<file path="config.mk">
export PLATFORM = sky130hd
export DESIGN_NAME = nibble_serial_adder_ctrl_flat
export DESIGN_NICKNAME = d
export VERILOG_FILES = /design/src/rtl/nibble_serial_adder_ctrl_if.sv /design/src/rtl/nibble_serial_adder_ctrl.sv /design/src/flat_wrapper.sv
export SDC_FILE = /design/constraint.sdc
export NUM_CORES = 1
export LEC_CHECK = 0
export CAP_MARGIN = 20
export CORE_UTILIZATION = 32
export DETAILED_ROUTE_END_ITERATION = 8
export GPL_ROUTABILITY_DRIVEN = 0
export PLACE_DENSITY_LB_ADDON = 0.2
export RECOVER_POWER = 100
export SKIP_LAST_GASP = 1
export SLEW_MARGIN = 10
export SYNTH_ARGS = -nofsm -noshare
export SYNTH_HDL_FRONTEND = slang
export SYNTH_SLANG_ARGS = --single-unit
export TNS_END_PERCENT = 30
</file>
<file path="constraint.sdc">
create_clock -name clk -period 1.6 [get_ports clk]
set_input_delay 0.32 -clock clk [delete_from_list [all_inputs] [get_ports clk]]
set_output_delay 0.32 -clock clk [all_outputs]
set_load 0.05 [all_outputs]
</file>
<file path="src/rtl/nibble_serial_adder_ctrl_if.sv">
// Operand, result and 4-bit adder-stage signals of the nibble-serial add/sub sequencer.
interface nibble_serial_adder_ctrl_if #(
   parameter int NIBBLES = 4
);
   localparam int WIDTH = 4 * NIBBLES;

   logic             in_valid;
   logic             in_ready;
   logic [WIDTH-1:0] in_a;
   logic [WIDTH-1:0] in_b;
   logic             in_cin;
   logic             in_sub;

   logic             out_valid;
   logic             out_ready;
   logic [WIDTH-1:0] out_sum;
   logic             out_cout;
   logic             out_ovf;

   logic [3:0]       add_a;
   logic [3:0]       add_b;
   logic             add_cin;
   logic [3:0]       add_sum;
   logic             add_cout;

   // Environment side: operand source, result sink and the external adder stage.
   modport master (
      output in_valid, in_a, in_b, in_cin, in_sub, out_ready, add_sum, add_cout,
      input  in_ready, out_valid, out_sum, out_cout, out_ovf, add_a, add_b, add_cin
   );

   modport slave (
      input  in_valid, in_a, in_b, in_cin, in_sub, out_ready, add_sum, add_cout,
      output in_ready, out_valid, out_sum, out_cout, out_ovf, add_a, add_b, add_cin
   );
endinterface

</file>
<file path="src/rtl/nibble_serial_adder_ctrl.sv">
// Streams two WIDTH-bit operands nibble by nibble through an external 4-bit adder; out_valid rises NIBBLES+1 edges after accept.
// in_ready only in IDLE; the result is held in DONE until out_ready, so upstream and downstream stall independently.
module nibble_serial_adder_ctrl #(
   parameter int NIBBLES = 4
) (
   input logic                       clk,
   input logic                       rst_n,
   nibble_serial_adder_ctrl_if.slave bus
);
   localparam int WIDTH = 4 * NIBBLES;
   localparam int IDX_W = (NIBBLES > 1) ? $clog2(NIBBLES) : 1;
   localparam logic [IDX_W-1:0] LAST_IDX = IDX_W'(NIBBLES - 1);

   typedef enum logic [1:0] {
      IDLE = 2'd0,
      RUN  = 2'd1,
      DONE = 2'd2
   } state_t;

   state_t           state_q, state_d;
   logic [IDX_W-1:0] idx_q, idx_d;
   logic [WIDTH-1:0] a_q, a_d;
   logic [WIDTH-1:0] b_q, b_d;
   logic [WIDTH-1:0] sum_q, sum_d;
   logic             carry_q, carry_d;
   logic [3:0]       nib_a, nib_b;

   always_comb begin : nibble_select
      nib_a = '0;
      nib_b = '0;
      for (int k = 0; k < NIBBLES; k++) begin
         if (idx_q == IDX_W'(k)) begin
            nib_a = a_q[4*k +: 4];
            nib_b = b_q[4*k +: 4];
         end
      end
   end

   // Adder drive kept apart from the add_sum consumer so the path through the external adder stays acyclic.
   always_comb begin : adder_drive
      bus.add_a   = '0;
      bus.add_b   = '0;
      bus.add_cin = 1'b0;
      if (state_q == RUN) begin
         bus.add_a   = nib_a;
         bus.add_b   = nib_b;
         bus.add_cin = carry_q;
      end
   end

   always_comb begin : next_state
      state_d       = state_q;
      idx_d         = idx_q;
      a_d           = a_q;
      b_d           = b_q;
      sum_d         = sum_q;
      carry_d       = carry_q;
      bus.in_ready  = 1'b0;
      bus.out_valid = 1'b0;
      bus.out_sum   = '0;
      bus.out_cout  = 1'b0;
      bus.out_ovf   = 1'b0;

      unique case (state_q)
         IDLE: begin
            bus.in_ready = 1'b1;
            if (bus.in_valid) begin
               a_d     = bus.in_a;
               // Subtract is A + ~B + 1, so B is stored inverted and the +1 rides in as carry-in.
               b_d     = bus.in_sub ? ~bus.in_b : bus.in_b;
               carry_d = bus.in_sub ? 1'b1 : bus.in_cin;
               idx_d   = '0;
               state_d = RUN;
            end
         end
         RUN: begin
            for (int k = 0; k < NIBBLES; k++) begin
               if (idx_q == IDX_W'(k)) begin
                  sum_d[4*k +: 4] = bus.add_sum;
               end
            end
            carry_d = bus.add_cout;
            idx_d   = idx_q + IDX_W'(1);
            if (idx_q == LAST_IDX) begin
               state_d = DONE;
            end
         end
         DONE: begin
            bus.out_valid = 1'b1;
            bus.out_sum   = sum_q;
            bus.out_cout  = carry_q;
            bus.out_ovf   = (a_q[WIDTH-1] == b_q[WIDTH-1]) && (sum_q[WIDTH-1] != a_q[WIDTH-1]);
            if (bus.out_ready) begin
               state_d = IDLE;
            end
         end
         default: begin
            state_d = IDLE;
         end
      endcase
   end

   always_ff @(posedge clk or negedge rst_n) begin
      if (!rst_n) begin
         state_q <= IDLE;
         idx_q   <= '0;
         a_q     <= '0;
         b_q     <= '0;
         sum_q   <= '0;
         carry_q <= 1'b0;
      end else begin
         state_q <= state_d;
         idx_q   <= idx_d;
         a_q     <= a_d;
         b_q     <= b_d;
         sum_q   <= sum_d;
         carry_q <= carry_d;
      end
   end

   result_held_under_backpressure: assert property (
      @(posedge clk) disable iff (!rst_n)
      bus.out_valid && !bus.out_ready |=> bus.out_valid && $stable(bus.out_sum)
   );

endmodule

</file>
<file path="src/flat_wrapper.sv">
// flat-port wrapper written by rule: the top's interface ports become plain ports
module nibble_serial_adder_ctrl_flat 
#(
   parameter int NIBBLES = 4
)
  (clk, rst_n, bus_in_valid, bus_in_a, bus_in_b, bus_in_cin, bus_in_sub, bus_out_ready, bus_add_sum, bus_add_cout, bus_in_ready, bus_out_valid, bus_out_sum, bus_out_cout, bus_out_ovf, bus_add_a, bus_add_b, bus_add_cin);
  nibble_serial_adder_ctrl_if #(.NIBBLES(NIBBLES)) bus_i ();
  input logic clk;
  input logic rst_n;
  input wire logic [$bits(bus_i.in_valid)-1:0] bus_in_valid;
  input wire logic [$bits(bus_i.in_a)-1:0] bus_in_a;
  input wire logic [$bits(bus_i.in_b)-1:0] bus_in_b;
  input wire logic [$bits(bus_i.in_cin)-1:0] bus_in_cin;
  input wire logic [$bits(bus_i.in_sub)-1:0] bus_in_sub;
  input wire logic [$bits(bus_i.out_ready)-1:0] bus_out_ready;
  input wire logic [$bits(bus_i.add_sum)-1:0] bus_add_sum;
  input wire logic [$bits(bus_i.add_cout)-1:0] bus_add_cout;
  output wire logic [$bits(bus_i.in_ready)-1:0] bus_in_ready;
  output wire logic [$bits(bus_i.out_valid)-1:0] bus_out_valid;
  output wire logic [$bits(bus_i.out_sum)-1:0] bus_out_sum;
  output wire logic [$bits(bus_i.out_cout)-1:0] bus_out_cout;
  output wire logic [$bits(bus_i.out_ovf)-1:0] bus_out_ovf;
  output wire logic [$bits(bus_i.add_a)-1:0] bus_add_a;
  output wire logic [$bits(bus_i.add_b)-1:0] bus_add_b;
  output wire logic [$bits(bus_i.add_cin)-1:0] bus_add_cin;
  assign bus_i.in_valid = bus_in_valid;
  assign bus_i.in_a = bus_in_a;
  assign bus_i.in_b = bus_in_b;
  assign bus_i.in_cin = bus_in_cin;
  assign bus_i.in_sub = bus_in_sub;
  assign bus_i.out_ready = bus_out_ready;
  assign bus_i.add_sum = bus_add_sum;
  assign bus_i.add_cout = bus_add_cout;
  assign bus_in_ready = bus_i.in_ready;
  assign bus_out_valid = bus_i.out_valid;
  assign bus_out_sum = bus_i.out_sum;
  assign bus_out_cout = bus_i.out_cout;
  assign bus_out_ovf = bus_i.out_ovf;
  assign bus_add_a = bus_i.add_a;
  assign bus_add_b = bus_i.add_b;
  assign bus_add_cin = bus_i.add_cin;
  nibble_serial_adder_ctrl #(.NIBBLES(NIBBLES)) u_core (.clk(clk), .rst_n(rst_n), .bus(bus_i));
endmodule
</file>
==> run summary <==
critical path's slowest cell: dfrtp_1
maximum clock rate: 440 MHz
Post-Synth Simple-Gate Area: 20.8%
count of pins over their slew limit: 0
final hold vios: 0
Core Area: 8220 um^2
initial antenna violation count: 0
worst path required time: 1.28 ns
peak supply drop: 1.58 mV
Critical R2R Launch: u_core.idx_q[0]$_DFFE_PN0P_
Setup violations, final: 77
post-DP HPWL: 4630 um
share of layout cells above drive strength 1: 40.6%
Distinct cells, synth: 29
Final Cycle Share: 142%
cell chain of the critical path: inv_2 -> buf_6 -> ha_4 -> buf_6 -> nor2b_4 -> o41ai_4 -> buf_12
Max Cap Viol: 0
Post-Synth Adder-Cell Area: 1.84%
Synth Area in Compound Gates: 11.6%
Static Leak: 1.99 nW
fill count: 728
clk_lat worst skew: 0.31 ns
cts bufs inserted: 5
Slew headroom: 62.3%
P&R area growth vs syn: 66.2%
Setup TNS: -10.24 ns
first-pass GRT wire length: 10,700 um
crit end category: output pin
Synth Cell Area: 2720 um^2
Post-Synthesis Cells: 267
RSZ-0062 raised after global routing: true
drt wl/cell: 13.5 um
chip width: 94.1 um
Clock Pin Slew Worst Setup and Hold Paths: 0.09 ns
n_diodes: 0
Synth Area in XOR/XNOR: 5.16%
final worst slack: -0.672 ns
worst-margin pin slew: 0.566 ns
post-synthesis sequential area ratio: 48.8%
flop2flop setup slack: -0.14 ns
Post-Route WL: 6480 um
Post-Syn Nets: 314
R2R Path End: u_core.sum_q[12]$_DFFE_PN0P_
Starting Density: 33.0%
Hold Crit Class: register to register
die area: 8860 um^2
Routed Antenna Nets: 0
Hold Path End: u_core.b_q[12]$_DFFE_PN0P_
cell mode on critical path: buf_6
routed vias/inst: 4.64
clock sinks: 53
pin count of the biggest net entering global routing: 28
Starting DRT DRC Count: 59
status: finished with violations
post-synthesis mux area share: 6.64%
Startpoint Class: register
crit-path max cell delay: 0.42 ns
nets@finish: 421
number of buffers added on ports: 71
Hold Path Stages: 2
Row Count: 33
crit path kind: register to output pin
Final Skew: 0.00673 ns
# DRC: 0
fin crit period: 2.27 ns
Bufs on Longest Clock Path: 2
Arr. time, crit path: 1.95 ns
total track usage: 15.9%
total number of vias: 2,222
CTS tree: built
failing checks: setup timing
DP Worst Slack: -0.343 ns
H-tree depth: 2
I/O Pins: 72
1st-pass router iterations: 4
Synth Warn #: 0
root buffer cell: clkbuf_8
worst reg2reg path depth: 6
largest family of logic cells by synthesized area: simple AND/OR/NAND/NOR gates
post-synthesis average cell area: 10.2 um^2
HP Start: u_core.b_q[12]$_DFFE_PN0P_
grt ovf: 0
vias in the first global route: 2,171
FF+latch count, synth: 53
power per cell area: 2040 nW/um^2
Max Fanout on Critical Path: 4
Die Height: 94.1 um
[through the flow]
step / std cells / area (um^2) / power, mW / hold slack (ns) / util (%)
2_1_floorplan: 267 / 2910 / 5.63 / 0.0244 / -
3_3_place_gp: 458 / 4210 / 7.70 / 0.333 / 51.2
3_5_place_dp: 458 / 4210 / 7.80 / 0.333 / 51.2
4_1_cts: 476 / 4450 / 9.04 / 0.488 / 54.2
5_1_grt: 479 / 4510 / 9.73 / 0.509 / 54.9
6_report: 479 / 4510 / 9.19 / 0.482 / 54.9
[sequential cells by signal, summed over array words and instances (netlist names)]
| signal | cells |
|---|---|
| u_core.carry_q | 1 |
| u_core.a_q | 16 |
| u_core.idx_q | 2 |
| u_core.b_q | 16 |
| u_core.state_q | 2 |
| u_core.sum_q | 16 |
[synthesized netlist by cell type]
master    number  area [um^2]
or3b_1         1         8.76
nand3b_1       1         7.51
nand3_2        1         10.0
nor2_1         2         7.51
o31ai_1        1         7.51
a32o_1         1         10.0
dfrtp_1       53         1330
and2_1        18          113
nor3b_2        1         12.5
clkbuf_1       2         7.51
o21ai_1        1         5.00
o21ai_2       16          140
nand3_1        9         45.0
a21oi_1        2         10.0
o21ai_0        4         20.0
a221oi_1       7         61.3
nor3_1         1         5.00
mux2_2        16          180
nor2b_1       10         62.6
o41ai_1        7         61.3
buf_2          9         45.0
nand2_2        4         25.0
buf_6          6         67.6
nand2b_1       2         12.5
xnor2_1       16          140
buf_4          1         7.51
nand2_1       68          255
inv_1          3         11.3
ha_1           4         50.1
[area by class of cell]
class	count	area [um^2]	area share, %
multi-input combinational	193	1500	33.3
timing repair buffer	118	1440	31.8
sequential	53	1330	29.4
tap	105	131	2.91
clock buffer	5	68.8	1.52
clock inverter	2	35.0	0.776
inverter	3	13.8	0.305
[layer usage]
metal	vias to the layer above	routed length, um	global-route usage [%]
li1	1116	-	-
met4	0	80	4.62
met5	-	0	0
met3	6	239	3.16
met2	54	3240	27.1
met1	1046	2920	20.3
[cells in the final DEF (no fill, tap or decap), drive strengths merged, types with 7 or more instances in the layout]
| cell type | synthesis | routed |
|---|---|---|
| o21ai | 21 | 21 |
| buf | 16 | 72 |
| nand3 | 10 | 10 |
| o41ai | 7 | 7 |
| clkbuf | 2 | 9 |
| xnor2 | 16 | 16 |
| nor2b | 10 | 10 |
| mux2 | 16 | 16 |
| nand2 | 72 | 72 |
| and2 | 18 | 18 |
| clkdlybuf4s50 | 0 | 41 |
| a221oi | 7 | 7 |
| dfrtp | 53 | 53 |
[critical path, delay by kind of cell (launching register included)]
| kind | cells | cell delay (ns) |
|---|---|---|
| compound gates | 1 | 0.42 |
| simple gates | 1 | 0.12 |
| fa+ha+maj | 1 | 0.17 |
| buf+inv | 4 | 0.51 |
| flops | 1 | 0.42 |
[kinds of logic (layout without fill, tap and decap cells)]
group,count (synthesis),in the layout
AND/OR/NAND/NOR,118,118
AO/OA/AOI/OAI,39,39
buffers and inverters,21,128
adder cells (fa/ha/maj),4,4
multiplexers,16,16
flip-flops,53,53
XOR/XNOR,16,16
[where the power goes]
group | switching [mW] | leakage [nW] | internal, mW
logic | 2.87 | 1.30 | 3.00
clock network | 0.434 | 0.0540 | 0.455
registers | 0.422 | 0.644 | 2.00
[worst max-delay path by stage]
stage	to	slack [ns]	from
5_1_grt	bus_add_a[3]	-0.74	u_core.idx_q[0]$_DFFE_PN0P_
3_3_place_gp	bus_add_a[3]	-0.29	u_core.idx_q[0]$_DFFE_PN0P_
3_5_place_dp	bus_add_b[3]	-0.34	u_core.idx_q[0]$_DFFE_PN0P_
6_report	bus_add_b[1]	-0.67	u_core.idx_q[0]$_DFFE_PN0P_
2_1_floorplan	bus_add_b[1]	-0.39	u_core.idx_q[0]$_DFFE_PN0P_
4_1_cts	bus_add_b[3]	-0.70	u_core.idx_q[0]$_DFFE_PN0P_
[repair_timing]
item | CTS | global route
pin swaps | 1 | 2
setup buffers | 10 | 6
hold endpoints to repair | 20 | 0
cloned | 0 | 0
resized for setup | 11 | 23
hold buffers | 1 | 0
endpoints found under the setup margin | 32 | 45
Power figures use the tool's default switching activity.
